<file path="config.mk">
export PLATFORM = sky130hd
export DESIGN_NAME = tile_frame_renderer
export DESIGN_NICKNAME = d
export VERILOG_FILES = /design/src/rtl/tile_render_pkg.sv /design/src/rtl/tile_frame_renderer_lcd_byte_writer.sv /design/src/rtl/tile_frame_renderer.sv
export SDC_FILE = /design/constraint.sdc
export NUM_CORES = 1
export LEC_CHECK = 0
export ABC_AREA = 1
export BUFFER_PORTS_ARGS = -buffer_cell sky130_fd_sc_hd__buf_2
export CAP_MARGIN = 30
export CORE_MARGIN = 10
export CORE_UTILIZATION = 30
export CTS_BUF_LIST = sky130_fd_sc_hd__clkbuf_8
export DETAILED_ROUTE_END_ITERATION = 6
export HOLD_SLACK_MARGIN = 0.02
export PLACE_DENSITY = 0.49
export SYNTH_ARGS = -nofsm -noshare
export SYNTH_HDL_FRONTEND = slang
export SYNTH_HIERARCHICAL = 1
export SYNTH_SLANG_ARGS = --single-unit
</file>
<file path="constraint.sdc">
create_clock -name clk -period 3.35 [get_ports clk]
set_input_delay 0.335 -clock clk [delete_from_list [all_inputs] [get_ports clk]]
set_output_delay 0.335 -clock clk [all_outputs]
set_load 0.01 [all_outputs]
</file>
<file path="src/rtl/tile_render_pkg.sv">
// Shared types and constants for the tile frame renderer:
// FSM states, LCD opcodes and the RGB565 palette table.
package tile_render_pkg;

    typedef enum logic [3:0] {
        S_BOOT,
        S_SWRST,
        S_WAIT1,
        S_SLPOUT,
        S_WAIT2,
        S_COLMOD,
        S_DISPON,
        S_HDR,
        S_PIX,
        S_EOF
    } state_t;

    localparam logic [7:0] SWRESET    = 8'h01;
    localparam logic [7:0] SLPOUT     = 8'h11;
    localparam logic [7:0] COLMOD     = 8'h3A;
    localparam logic [7:0] COLMOD_565 = 8'h55;
    localparam logic [7:0] DISPON     = 8'h29;
    localparam logic [7:0] CASET      = 8'h2A;
    localparam logic [7:0] RASET      = 8'h2B;
    localparam logic [7:0] RAMWR      = 8'h2C;

    localparam int PAL_N = 2;
    localparam int CLS_N = 4;
    localparam int ENT_N = CLS_N + 2;

    // Entry order: background, head, body, apple, border, grid.
    localparam logic [15:0] PALETTE [PAL_N][ENT_N] = '{
        '{16'h0000, 16'h07E0, 16'h0400, 16'hFFE0, 16'h001F, 16'h8410},
        '{16'h2104, 16'hFD20, 16'hA145, 16'hF81F, 16'h7BEF, 16'hC618}
    };

    localparam logic [15:0] GAMEOVER_BG = 16'hF800;

endpackage

</file>
<file path="src/rtl/tile_frame_renderer_lcd_byte_writer.sv">
// Two-clock 8080 byte writer: cycle A drives D/dcx with wr=0,
// cycle B raises wr. Ports: clk, nrst, valid/ready, req_dcx,
// req_data in; dcx, wr, D out. ready is high in cycle B and idle.
module lcd_byte_writer (
    input  logic       clk,
    input  logic       nrst,
    input  logic       valid,
    output logic       ready,
    input  logic       req_dcx,
    input  logic [7:0] req_data,
    output logic       dcx,
    output logic       wr,
    output logic [7:0] D
);

    logic phase_a;

    assign ready = ~phase_a;

    always_ff @(posedge clk or negedge nrst) begin
        if (!nrst) begin
            phase_a <= 1'b0;
            wr      <= 1'b1;
            dcx     <= 1'b0;
            D       <= '0;
        end else if (phase_a) begin
            phase_a <= 1'b0;
            wr      <= 1'b1;
        end else if (valid) begin
            phase_a <= 1'b1;
            wr      <= 1'b0;
            dcx     <= req_dcx;
            D       <= req_data;
        end
    end

endmodule

</file>
<file path="src/rtl/tile_frame_renderer.sv">
// Tile map to RGB565 LCD renderer with init sequence, palettes,
// game-over tint and frame_done. Ports: clk, nrst, obj, KeyEnc,
// GameOver in; x, y, sync, dcx, wr, D, frame_done out.
// Optional macro GRID_LINES_EN draws tile grid lines.
module tile_frame_renderer
    import tile_render_pkg::*;
#(
    parameter int GRID_W       = 16,
    parameter int GRID_H       = 12,
    parameter int TILE_PX      = 20,
    parameter int NUM_CLASSES  = CLS_N,
    parameter int NUM_PALETTES = PAL_N,
    parameter int INIT_WAIT    = 1200
) (
    input  logic                      clk,
    input  logic                      nrst,
    input  logic [NUM_CLASSES-1:0]    obj,
    input  logic                      KeyEnc,
    input  logic                      GameOver,
    output logic [$clog2(GRID_W)-1:0] x,
    output logic [$clog2(GRID_H)-1:0] y,
    output logic                      sync,
    output logic                      dcx,
    output logic                      wr,
    output logic [7:0]                D,
    output logic                      frame_done
);

    localparam int XW  = $clog2(GRID_W);
    localparam int YW  = $clog2(GRID_H);
    localparam int PCW = (TILE_PX > 1) ? $clog2(TILE_PX) : 1;
    localparam int PW  = (NUM_PALETTES > 1) ? $clog2(NUM_PALETTES) : 1;
    localparam int EW  = $clog2(NUM_CLASSES + 2);
    localparam int WCW = $clog2(INIT_WAIT + 1);

    localparam logic [15:0]    FW       = 16'(GRID_W * TILE_PX - 1);
    localparam logic [15:0]    FH       = 16'(GRID_H * TILE_PX - 1);
    localparam logic [XW-1:0]  X_LAST   = XW'(GRID_W - 1);
    localparam logic [YW-1:0]  Y_LAST   = YW'(GRID_H - 1);
    localparam logic [PCW-1:0] PC_LAST  = PCW'(TILE_PX - 1);
    localparam logic [PW-1:0]  PAL_LAST = PW'(NUM_PALETTES - 1);
    localparam logic [WCW-1:0] W_LAST   = WCW'(INIT_WAIT - 1);

    state_t         state;
    logic [3:0]     idx;
    logic           sent;
    logic [WCW-1:0] wcnt;
    logic           hb;
    logic [PCW-1:0] pc;
    logic [PCW-1:0] pr;
    logic [XW-1:0]  tx;
    logic [YW-1:0]  ty;
    logic [15:0]    prow;
    logic [EW-1:0]  cls_q;
    logic [PW-1:0]  pal;
    logic           pend;
    logic           key_q;
    logic           go_q;

    logic           wr_ready;
    logic           req_valid;
    logic           req_dcx;
    logic [7:0]     req_data;
    logic           acc;
    logic           key_rise;
    logic [8:0]     hdr_byte;
    logic [EW-1:0]  obj_ent;
    logic [EW-1:0]  ent;
    logic           first;
    logic [15:0]    color;
    logic [XW-1:0]  nx;
    logic [YW-1:0]  ny;

    assign acc      = req_valid & wr_ready;
    assign key_rise = KeyEnc & ~key_q;
    assign first    = ~hb && (pc == '0);

    // First byte of a span takes the class straight from obj;
    // the rest of the span reuses the value captured then.
    assign ent = first ? obj_ent : cls_q;

    always_comb begin
        obj_ent = '0;
        for (int i = NUM_CLASSES - 1; i >= 0; i--) begin
            if (obj[i]) obj_ent = EW'(i + 1);
        end
    end

    always_comb begin
        color = PALETTE[pal][ent];
        if (ent == '0 && go_q) color = GAMEOVER_BG;
`ifdef GRID_LINES_EN
        if (pc == '0 || pr == '0)
            color = PALETTE[pal][EW'(NUM_CLASSES + 1)];
`endif
    end

    // Coordinates of the span that follows the current one.
    always_comb begin
        nx = (tx == X_LAST) ? '0 : tx + 1'b1;
        ny = ty;
        if (tx == X_LAST && pr == PC_LAST)
            ny = (ty == Y_LAST) ? '0 : ty + 1'b1;
    end

    always_comb begin
        unique case (idx)
            4'd0:    hdr_byte = {1'b0, CASET};
            4'd3:    hdr_byte = {1'b1, FW[15:8]};
            4'd4:    hdr_byte = {1'b1, FW[7:0]};
            4'd5:    hdr_byte = {1'b0, RASET};
            4'd8:    hdr_byte = {1'b1, FH[15:8]};
            4'd9:    hdr_byte = {1'b1, FH[7:0]};
            4'd10:   hdr_byte = {1'b0, RAMWR};
            default: hdr_byte = {1'b1, 8'h00};
        endcase
    end

    always_comb begin
        req_valid = 1'b0;
        req_dcx   = 1'b0;
        req_data  = '0;
        case (state)
            S_SWRST: begin
                req_valid = ~sent;
                req_data  = SWRESET;
            end
            S_SLPOUT: begin
                req_valid = ~sent;
                req_data  = SLPOUT;
            end
            S_COLMOD: begin
                req_valid = 1'b1;
                req_dcx   = idx[0];
                req_data  = idx[0] ? COLMOD_565 : COLMOD;
            end
            S_DISPON: begin
                req_valid = 1'b1;
                req_data  = DISPON;
            end
            S_HDR: begin
                req_valid = 1'b1;
                req_dcx   = hdr_byte[8];
                req_data  = hdr_byte[7:0];
            end
            S_PIX: begin
                req_valid = 1'b1;
                req_dcx   = 1'b1;
                req_data  = hb ? color[7:0] : color[15:8];
            end
            default: ;
        endcase
    end

    always_ff @(posedge clk or negedge nrst) begin
        if (!nrst) begin
            state      <= S_BOOT;
            sync       <= 1'b1;
            frame_done <= 1'b0;
            x          <= '0;
            y          <= '0;
            idx        <= '0;
            sent       <= 1'b0;
            wcnt       <= '0;
            hb         <= 1'b0;
            pc         <= '0;
            pr         <= '0;
            tx         <= '0;
            ty         <= '0;
            prow       <= '0;
            cls_q      <= '0;
            pal        <= '0;
            pend       <= 1'b0;
            key_q      <= 1'b0;
            go_q       <= 1'b0;
        end else begin
            frame_done <= 1'b0;
            key_q      <= KeyEnc;
            if (key_rise) pend <= 1'b1;
            case (state)
                S_BOOT: begin
                    state <= S_SWRST;
                    sync  <= 1'b0;
                end
                // Hold chip select until the strobe has finished.
                S_SWRST, S_SLPOUT: begin
                    if (!sent) begin
                        if (acc) sent <= 1'b1;
                    end else if (wr_ready) begin
                        sent  <= 1'b0;
                        sync  <= 1'b1;
                        state <= (state == S_SWRST) ? S_WAIT1 : S_WAIT2;
                    end
                end
                S_WAIT1, S_WAIT2: begin
                    if (wcnt == W_LAST) begin
                        wcnt  <= '0;
                        sync  <= 1'b0;
                        state <= (state == S_WAIT1) ? S_SLPOUT : S_COLMOD;
                    end else begin
                        wcnt <= wcnt + 1'b1;
                    end
                end
                S_COLMOD: begin
                    if (acc) begin
                        if (idx == 4'd1) begin
                            idx   <= '0;
                            state <= S_DISPON;
                        end else begin
                            idx <= idx + 1'b1;
                        end
                    end
                end
                S_DISPON: begin
                    if (acc) state <= S_HDR;
                end
                S_HDR: begin
                    go_q <= GameOver;
                    if (acc) begin
                        if (idx == 4'd10) begin
                            idx   <= '0;
                            state <= S_PIX;
                        end else begin
                            idx <= idx + 1'b1;
                        end
                    end
                end
                S_PIX: begin
                    if (acc) begin
                        hb <= ~hb;
                        if (first) cls_q <= obj_ent;
                        if (hb) begin
                            if (pc != PC_LAST) begin
                                pc <= pc + 1'b1;
                            end else begin
                                pc <= '0;
                                x  <= nx;
                                y  <= ny;
                                if (tx != X_LAST) begin
                                    tx <= tx + 1'b1;
                                end else begin
                                    tx <= '0;
                                    if (prow == FH) begin
                                        prow  <= '0;
                                        pr    <= '0;
                                        ty    <= '0;
                                        state <= S_EOF;
                                    end else begin
                                        prow <= prow + 1'b1;
                                        if (pr == PC_LAST) begin
                                            pr <= '0;
                                            ty <= ty + 1'b1;
                                        end else begin
                                            pr <= pr + 1'b1;
                                        end
                                    end
                                end
                            end
                        end
                    end
                end
                S_EOF: begin
                    if (wr_ready) begin
                        frame_done <= 1'b1;
                        state      <= S_HDR;
                        if (pend) begin
                            pal  <= (pal == PAL_LAST) ? '0 : pal + 1'b1;
                            pend <= key_rise;
                        end
                    end
                end
                default: state <= S_BOOT;
            endcase
        end
    end

    lcd_byte_writer u_writer (
        .clk      (clk),
        .nrst     (nrst),
        .valid    (req_valid),
        .ready    (wr_ready),
        .req_dcx  (req_dcx),
        .req_data (req_data),
        .dcx      (dcx),
        .wr       (wr),
        .D        (D)
    );

endmodule
</file>
==> results of run 1 <==
[metrics by stage]
| stage | hold WS, ps | utilization, % | cells |
|---|---|---|---|
| 5_1_grt | 54.05 | 34.50 | 881 |
| 3_5_place_dp | 262.6 | 33.45 | 867 |
| 6_report | 89.13 | 34.50 | 881 |
| 3_3_place_gp | 420.9 | 33.27 | 866 |
| 2_1_floorplan | 39.41 | - | 635 |
| 4_1_cts | 61.13 | 34.50 | 881 |
[registers in the layout, indices dropped and copies added (netlist names), 3 cells and up]
name	cells
idx	4
state	4
u_writer/D	8
x	4
cls_q	3
pr	5
wcnt	11
prow	16
pc	5
y	4
ty	4
[area by class of cell]
cell class                      instances  share of cell area (%)
Multi-Input combinational cell        458                   44.71
Sequential cell                        79                   37.46
Inverter                               89                   6.370
Tap cell                              211                   4.996
Timing Repair Buffer                   31                   3.599
Clock buffer                           10                   2.605
Clock inverter                          3                  0.2605
[path summary, 6_finish.rpt]
check | from | endpoint | slack, ps
worst max register to register | hb$_DFFE_PN0P_ | u_writer/D[6]$_DFFE_PN0P_ | 950
worst min register to register | key_q$_DFF_PN0_ | pend$_DFF_PN0_ | 430
worst min-delay path | KeyEnc | key_q$_DFF_PN0_ | 90
min in group asynchronous | nrst | go_q$_DFFE_PN0P_ | 410
max in group asynchronous | nrst | sync$_DFFE_PN1P_ | 2300
worst max-delay path | hb$_DFFE_PN0P_ | u_writer/D[6]$_DFFE_PN0P_ | 950
[power by group through the flow]
stage | registers [mW] | logic (mW) | clock network (mW)
floorplan | 0.973 | 0.0319 | 0
global placement | 0.972 | 0.0661 | 0
detailed placement | 0.972 | 0.0708 | 0
CTS | 0.954 | 0.0720 | 0.646
global route | 0.954 | 0.0813 | 0.687
finish | 0.954 | 0.0696 | 0.611
[timing repair]
action                                  in CTS  in global routing
endpoints found under the hold margin       20                  0
gates resized for setup                      0                  0
buffers inserted                             0                  0
endpoints found under the setup margin       0                  0
hold buffers                                 1                  0
[cell families (layout without fill, tap and decap cells)]
family,count (synthesis),in the layout,share of synthesized area (%)
AO/OA/AOI/OAI,91,91,10.37
XOR/XNOR,19,19,3.511
adder cells (fa/ha/maj),11,11,2.904
buffers and inverters,98,133,8.395
flip-flops,79,79,41.76
multiplexers,2,2,0.4752
AND/OR/NAND/NOR,335,335,32.58
[cell usage after synthesis (all sizes together) (3+ instances only)]
cell type	count	share of area, %
nor3	8	1.1
a31oi	3	0.40
nor2	66	6.1
nand4	18	2.4
clkbuf	3	0.45
nand2	155	13
inv	88	7.0
xor2	17	3.1
nand3b	3	0.48
o22ai	5	0.66
ha	11	2.9
dfrtp	77	41
buf	6	0.84
nand3	76	8.5
a21oi	19	2.1
nor4	4	0.53
o21ai	56	5.9
[per-layer routing]
metal,up-vias,track usage (%),wire length [µm]
met5,-,0,0
met4,0,3.943,132
met3,12,2.918,389
met2,82,18.11,5559
met1,1952,14.38,5544
li1,2137,-,-
[placed cells by master, fill, tap and decap left out, types with 3 or more instances in the layout]
cell type	n
inv_1	81
o21ai_0	51
nand2_2	3
nor4_1	4
nand2_1	151
xor2_1	17
buf_2	26
nand3b_1	3
ha_1	11
nand4_1	18
nand3_1	73
a21oi_1	18
dfrtp_1	77
o21ai_1	5
nor3_1	6
clkbuf_8	10
a31oi_1	3
nor2_1	61
o22ai_1	5
nor2_4	3
buf_4	3
inv_2	7
[critical path, stage by stage (launching register included)]
cell and delay (ps):
dfrtp_1 530, nor2_1 180, nand3_1 190, nand2_1 140, nand2_1 180, ha_1 330, nand3_1 110, nand2_1 90
nand2_1 50, nand3_1 100, nand2_1 60, nand3_1 110, nand2_1 60, nand3_1 90, nand2_1 70
==> run_results.csv, run 1 <==
group,metric,value,unit
finish,multi_input_area,0.002362,mm²
place,dp_slack,937.3,ps
timing,period_needed,2403,ps
power_and_ir_drop,p_comb_share,4.3,%
power_and_ir_drop,p_int,1.245,mW
grt,grt_pass1_wl,20140,µm
floorplan,die_w,145.7,µm
floorplan,pin_count,28,
clock_tree,tritoncts,"yes",
power_and_ir_drop,finalPower,1.634,mW
power_and_ir_drop,switching_share,23.81,%
route,num_vias,4183,
grt,grt_pass1_vias,4151,
logic_synthesis,async_flop_share,100.0,%
floorplan,core,0.01531,mm²
critical_path,reg2reg_depth,14,
timing,fmax,416.1,MHz
finish,stdcell_area,0.005284,mm²
floorplan,die-area,0.02123,mm²
route,drt_iter0_drc,310,
place,gp_congestion,0.9077,
finish,diodes,0,
floorplan,fp.dieH,145.7,µm
critical_path,cp-end-kind,"flop",
timing,rsz0062_at_grt,"no",
clock_tree,path_clk_slew,80,ps
logic_synthesis,syn_nets,654,
logic_synthesis,synth_area,0.004740,mm²
timing,clock_skew,12.22,ps
logic_synthesis,ys.warnings.count,6,
route,firstDrtPassIters,5,
grt,grt.total_usage,11.31,%
grt,grt_max_degree,59,
place,dpl-instance-area,0.005122,mm²
flow_run,cap_viol_max_count,0,
min_path,hold_class,"input port to flop",
timing,setup_tns,0,ps
logic_synthesis,avgSynthCellArea,7.464,µm²
logic_synthesis,seq_area_frac_synth,41.76,%
min_path,hold_depth,1,
logic_synthesis,ys_types,45,
clock_tree,clk_path_buf_depth,2,
timing,finalWorstSetupSlack,946.8,ps
route,drc,0,
critical_path,worstPathMaxFanout,14,
critical_path,cp-start-kind,"flop",
power_and_ir_drop,p_leak,2.633,nW
finish,num-fill-cells,1649,
grt,antenna_found_initial,0,
grt,overflow,0,
logic_synthesis,ys.flop_type,"dfrtp_1",
floorplan,rows,45,
critical_path,arrival,2650,ps
logic_synthesis,synth_edf_count,0,
critical_path,worstPathRequired,3600,ps
finish,regArea,0.001979,mm²
outcome,status,"completed",
place,hpwl,8798,µm
critical_path,crit_type,"flop to flop",
finish,syn2layout_area_growth,11.48,%
timing,relSlewSlack,53.69,%
clock_tree,htree_num_levels,3,
power_and_ir_drop,p_per_area,309.3,mW/mm²
clock_tree,clockRootBuffer,"clkbuf_8",
timing,setup_viol_count_final,0,
timing,timing_hold_violations_final,0,
floorplan,initial_utilization,30.95,%
power_and_ir_drop,ir_worst_vdd,0.1290,mV
finish,nets,687,
power_and_ir_drop,pwr-share-seq,58.4,%
clock_tree,cts-buffers-inserted,9,
power_and_ir_drop,clkPwrFrac,37.4,%
power_and_ir_drop,switchingPower,0.3891,mW
route,wl_per_cell,13.20,µm
logic_synthesis,synth-seq-cells,79,
clock_tree,clock_latency,360,ps
clock_tree,cts.sinks,79,
route,detail-route-antenna-nets,0,
timing,fin_crit_sh,71.74,%
route,vias_per_cell,4.748,
timing,slew_violations,0,
finish,drive_gt1_share,10.30,%
route,finalWirelength,11630,µm
place,port_buffers,27,
timing,tightest_slew,688.3,ps
logic_synthesis,synthCells,635,
No activity file was read; power rests on OpenSTA's default activity.
==> run 2, diff against run 1 <==
==> constraint.sdc (replaced) <==
create_clock -name clk -period 2.4 [get_ports clk]
set_input_delay 0.24 -clock clk [delete_from_list [all_inputs] [get_ports clk]]
set_output_delay 0.24 -clock clk [all_outputs]
set_load 0.01 [all_outputs]
==> run 2 against run 1 <==
  * Die area is the same
  * Worst setup slack got worse by 680 ps
  * First-iteration DRC count up 15%
  * Critical path depth unchanged
==> run_results.csv, run 2 (same netlist as run 1, synthesis figures left out) <==
group,metric,value,unit
outcome,status,"completed",
route,drt_iter0_drc,357,
clock_tree,clock_latency,360,ps
power_and_ir_drop,ir_worst_vdd,0.2224,mV
flow_run,cap_viol_max_count,0,
min_path,hold_class,"input port to flop",
clock_tree,cts.sinks,79,
critical_path,worstPathMaxFanout,8,
timing,rsz0062_at_grt,"no",
place,dp_slack,197.6,ps
floorplan,core,0.01531,mm²
critical_path,crit_top_cell,"nand2_1",
finish,diodes,0,
finish,finish.utilization,35.45,%
route,num_vias,4281,
route,finalWirelength,11860,µm
place,gp_congestion,0.8566,
critical_path,reg2reg_depth,14,
timing,clock_skew,11.60,ps
clock_tree,cts_setup_buffers,0,
min_path,hold_depth,3,
timing,fin_crit_sh,89.06,%
power_and_ir_drop,p_leak,2.718,nW
route,drc,0,
timing,timing_hold_violations_final,0,
finish,drive_gt1_share,12.45,%
grt,antenna_found_initial,0,
timing,relSlewSlack,62.51,%
finish,reg.largest.list,"prow (16), wcnt (11), u_writer/D (8)",
floorplan,die_w,145.7,µm
critical_path,slowest_stage,"dfrtp_1",
route,firstDrtPassIters,6,
clock_tree,htree_num_levels,3,
floorplan,pin_count,28,
critical_path,critical_path_depth,14,
floorplan,initial_utilization,30.95,%
finish,layout_common_cells,"148 x nand2_1, 81 x inv_1, 77 x dfrtp_1, 72 x nand3_1, 61 x nor2_1",
grt,grt_pass1_vias,4178,
critical_path,arrival,2430,ps
power_and_ir_drop,p_per_area,461.4,mW/mm²
power_and_ir_drop,finalPower,2.505,mW
route,vias_per_cell,4.789,
clock_tree,cts-buffers-inserted,9,
critical_path,r2r-end,"u_writer/D[2]$_DFFE_PN0P_",
finish,nets,697,
timing,slew_violations,0,
min_path,min-delay-start,"GameOver",
critical_path,cp-end-kind,"flop",
finish,syn2layout_area_growth,14.55,%
critical_path,slowest_delay,410,ps
route,detail-route-antenna-nets,0,
finish,final_common_cell,"nand2_1",
floorplan,fp.dieH,145.7,µm
timing,tightest_slew,562.3,ps
place,hpwl,8884,µm
timing,setup_viol_count_final,0,
timing,finalWorstSetupSlack,262.5,ps
critical_path,cp-start-kind,"flop",
critical_path,regToRegStartpoint,"pc[0]$_DFFE_PN0P_",
place,port_buffers,27,
timing,setup_tns,0,ps
min_path,hold_path_end,"go_q$_DFFE_PN0P_",
grt,grt_pass1_wl,20310,µm
critical_path,r2r_setup_slack,260,ps
critical_path,crit_type,"flop to flop",
floorplan,rows,45,
grt,overflow,0,
critical_path,worstPathRequired,2690,ps
critical_path,crit_chain,"inv_1 -> ha_1 -> nand2_1 -> nor2_1 -> nand2_1 -> nand2_2 -> inv_1 -> nand2_1 -> nand2_1 -> nand3_1 -> nand3_1 -> nand2_1 -> nand3_1 -> nand2_1",
clock_tree,path_clk_slew,80,ps
floorplan,die-area,0.02123,mm²
route,wl_per_cell,13.27,µm
grt,grt.total_usage,11.33,%
timing,fmax,467.8,MHz
finish,largest_reg_flops,16,
critical_path,path_buf_inv,2,
clock_tree,tritoncts,"yes",
critical_path,crit_family,"simple AND/OR/NAND/NOR gates",
grt,grt_max_degree,42,
timing,period_needed,2138,ps
finish,largest-register,"prow",
clock_tree,clk_path_buf_depth,2,
clock_tree,clockRootBuffer,"clkbuf_8",
-- run 2: worst register-to-register path: cells and delay by family, from the launching register on --
family,cells,cell delay (ps)
and+or+nand+nor,11,1230
buffers and inverters,2,250
DFF,1,410
adders and majority gates,1,210
-- run 2: area by class of cell --
type / instances / area, µm²
clock buffer: 12 / 165.2
multi-input combinational: 458 / 2380
sequential: 79 / 1979
inverter: 89 / 336.6
fill: 1635 / 9886
clock inverter: 4 / 43.79
tap: 211 / 264.0
timing repair buffer: 41 / 260.3
-- run 2: worst max path at each step --
| stage | startpoint | end | slack, ps |
|---|---|---|---|
| final | pc[0]$_DFFE_PN0P_ | u_writer/D[2]$_DFFE_PN0P_ | 260 |
| after global routing | pc[0]$_DFFE_PN0P_ | u_writer/D[7]$_DFFE_PN0P_ | 30 |
| after CTS | pc[0]$_DFFE_PN0P_ | u_writer/D[7]$_DFFE_PN0P_ | 190 |
| after detailed placement | pc[0]$_DFFE_PN0P_ | u_writer/D[0]$_DFFE_PN0P_ | 200 |
| after global placement | pc[0]$_DFFE_PN0P_ | u_writer/D[7]$_DFFE_PN0P_ | 250 |
| after floorplan | pc[0]$_DFFE_PN0P_ | u_writer/D[6]$_DFFE_PN0P_ | 450 |
-- run 2: metal layers --
layer / vias to the layer above / routed length [µm] / track usage (%)
li1: 2178 / - / -
met1: 1991 / 5785 / 14.83
met2: 96 / 5506 / 18.13
met3: 16 / 415 / 2.670
met4: 0 / 156 / 3.286
met5: - / 0 / 0
-- run 2: what timing repair did --
action | 4_1_cts | 5_1_grt
setup endpoints to repair | 0 | 8
gates resized for setup | 0 | 5
hold buffers | 2 | 0
hold endpoints to repair | 38 | 0
-- run 2: where the power goes --
group / switching (mW) / internal, mW
combinational: 0.0710 / 0.0283
sequential: 0.000159 / 1.33
clock: 0.515 / 0.560
total: 0.586 / 1.92
-- run 2: stage by stage --
step                std cells  instance area, µm²  hold slack (ps)
floorplan                 635                4740           -55.59
global placement          876                5182            269.7
detailed placement        876                5182            277.7
CTS                       894                5411            68.88
global route              894                5429            75.47
finish                    894                5429            86.81
==> run 3, diff against run 2 <==
==> constraint.sdc (replaced) <==
create_clock -name clk -period 2.6 [get_ports clk]
set_input_delay 0.26 -clock clk [delete_from_list [all_inputs] [get_ports clk]]
set_output_delay 0.26 -clock clk [all_outputs]
set_load 0.01 [all_outputs]
==> run 3 against run 2 <==
  * Hold slack gained 21 ps
  * Sequential share of layout area grew 0.62 points
  * Sequential cell count is the same
  * Critical path type unchanged
  * Register-to-register slack gained 80 ps
  * Routed wire length shrank 0.13%
  * Total power shrank 14%
==> run_results.csv, run 3 (same netlist as run 1, synthesis figures left out) <==
group,metric,value,unit
clock_tree,clockRootBuffer,"clkbuf_8",
finish,stdcell_area,0.005339,mm²
place,dpl-instance-area,0.005147,mm²
critical_path,crit_type,"flop to flop",
critical_path,crit_top_cell,"nand2_1",
critical_path,path_buf_inv,2,
floorplan,pin_count,28,
timing,fin_crit_sh,86.88,%
critical_path,slowest_stage,"dfrtp_1",
clock_tree,cts_resized,0,
critical_path,crit_family,"simple AND/OR/NAND/NOR gates",
critical_path,cp-start-kind,"flop",
route,num_vias,4302,
grt,grt_pass1_wl,20880,µm
timing,clock_skew,15.63,ps
clock_tree,htree_num_levels,3,
clock_tree,path_clk_slew,90,ps
power_and_ir_drop,p_int,1.638,mW
route,drc,0,
floorplan,rows,45,
critical_path,worstPathRequired,2870,ps
clock_tree,cts-buffers-inserted,9,
timing,timing_hold_violations_final,0,
route,finalWirelength,11850,µm
power_and_ir_drop,p_comb_share,4.1,%
critical_path,crit_chain,"inv_1 -> ha_1 -> nand3_1 -> nand2_1 -> nand2_1 -> inv_1 -> nand2_1 -> o21ai_0 -> nand2_1 -> nand3_1 -> nand2_1 -> nand3_1 -> nand2_1",
clock_tree,cts_hold_buf,2,
route,wl_per_cell,13.30,µm
clock_tree,tritoncts,"yes",
critical_path,critical_path_depth,13,
place,placedCellCount,873,
critical_path,startpoint,"pc[0]$_DFFE_PN0P_",
power_and_ir_drop,pwr-share-seq,56.8,%
floorplan,die-area,0.02123,mm²
grt,overflow,0,
power_and_ir_drop,ir_worst_vdd,0.1942,mV
timing,finalWorstSetupSlack,341.0,ps
timing,rsz0062_at_grt,"no",
finish,drive_gt1_share,11.03,%
finish,layout_common_cells,"151 x nand2_1, 84 x inv_1, 77 x dfrtp_1, 73 x nand3_1, 61 x nor2_1",
place,dp_slack,410.5,ps
power_and_ir_drop,switching_share,24.22,%
finish,num-fill-cells,1620,
power_and_ir_drop,clkPwrFrac,39.0,%
route,firstDrtPassIters,6,
finish,final-instance-count-excl-fill,891,
flow_run,cap_viol_max_count,0,
grt,antenna_found_initial,0,
timing,tightest_slew,567.1,ps
power_and_ir_drop,p_per_area,404.9,mW/mm²
timing,setup_viol_count_final,0,
grt,grt_max_degree,42,
critical_path,regToRegStartpoint,"pc[0]$_DFFE_PN0P_",
critical_path,endpoint,"u_writer/D[4]$_DFFE_PN0P_",
critical_path,arrival,2530,ps
grt,grt_pass1_vias,4209,
clock_tree,clock_latency,370,ps
critical_path,worstPathMaxFanout,13,
power_and_ir_drop,switchingPower,0.5237,mW
finish,syn2layout_area_growth,12.65,%
route,vias_per_cell,4.828,
place,hpwl,8857,µm
finish,reg.largest.list,"prow (16), wcnt (11), u_writer/D (8)",
timing,slew_violations,0,
timing,relSlewSlack,62.20,%
floorplan,initial_utilization,30.95,%
min_path,hold_class,"input port to flop",
place,gp_congestion,0.8863,
clock_tree,clk_path_buf_depth,2,
finish,final_common_cell,"nand2_1",
floorplan,core,0.01531,mm²
timing,fmax,442.7,MHz
critical_path,reg2reg_depth,13,
route,detail-route-antenna-nets,0,
timing,period_needed,2259,ps
timing,setup_tns,0,ps
place,port_buffers,27,
route,drt_iter0_drc,253,
outcome,status,"completed",
grt,grt.total_usage,11.61,%
clock_tree,cts.sinks,79,
clock_tree,cts_setup_buffers,0,
finish,largest-register,"prow",
floorplan,fp.dieH,145.7,µm
finish,diodes,0,
power_and_ir_drop,p_leak,2.679,nW
critical_path,r2r_setup_slack,340,ps
floorplan,die_w,145.7,µm
critical_path,slowest_delay,410,ps
finish,nets,694,
finish,finish.utilization,34.86,%
finish,largest_reg_flops,16,
critical_path,r2r-end,"u_writer/D[4]$_DFFE_PN0P_",
critical_path,cp-end-kind,"flop",
run 3: metal layers:
metal  routed length (µm)  vias up  track usage, %
met5                    0        -               0
met4                  179        0           3.792
met3                  352       17           2.235
met2                 5548       79           18.63
met1                 5767     2043           15.30
li1                     -     2163               -
run 3: cell type report:
type / count / area (µm²) / area share, %
multi-input cells: 458 / 2362 / 44.25
flip-flops and latches: 79 / 1979 / 37.08
inverters: 89 / 336.6 / 6.304
well taps: 211 / 264.0 / 4.945
repair buffers: 38 / 225.2 / 4.218
clock buffers: 11 / 151.4 / 2.836
clock inverters: 5 / 20.02 / 0.3750
run 3: worst min-delay path by stage:
stage	from	end	slack, ps	depth (start not counted)
2_1_floorplan	nrst	cls_q[0]$_DFFE_PN0P_	-40	0
3_3_place_gp	nrst	frame_done$_DFF_PN0_	300	1
3_5_place_dp	nrst	pal$_DFFE_PN0P_	300	1
4_1_cts	GameOver	go_q$_DFFE_PN0P_	100	3
5_1_grt	GameOver	go_q$_DFFE_PN0P_	110	3
6_report	GameOver	go_q$_DFFE_PN0P_	110	3
run 3: per-stage QoR:
step	hold WS [ps]	power, mW
after global routing	110.8	2.275
after floorplan	-35.59	1.294
after global placement	296.7	1.341
final	107.9	2.162
after detailed placement	299.3	1.342
after CTS	95.89	2.206
run 3: worst reg2reg max path, cell delays in order (launching register included):
cell	delay (ps)
dfrtp_1	410
inv_1	100
ha_1	190
nand3_1	170
nand2_1	100
nand2_1	240
inv_1	260
nand2_1	100
o21ai_0	230
nand2_1	90
nand3_1	90
nand2_1	50
nand3_1	80
nand2_1	60
run 3: power by group through the flow:
| stage | clock network, mW | registers [mW] | logic [mW] |
|---|---|---|---|
| finish | 0.844 | 1.23 | 0.0891 |
| floorplan | 0 | 1.25 | 0.0411 |
| global placement | 0 | 1.25 | 0.0885 |
| CTS | 0.886 | 1.23 | 0.0917 |
| detailed placement | 0 | 1.25 | 0.0887 |
| global route | 0.941 | 1.23 | 0.106 |
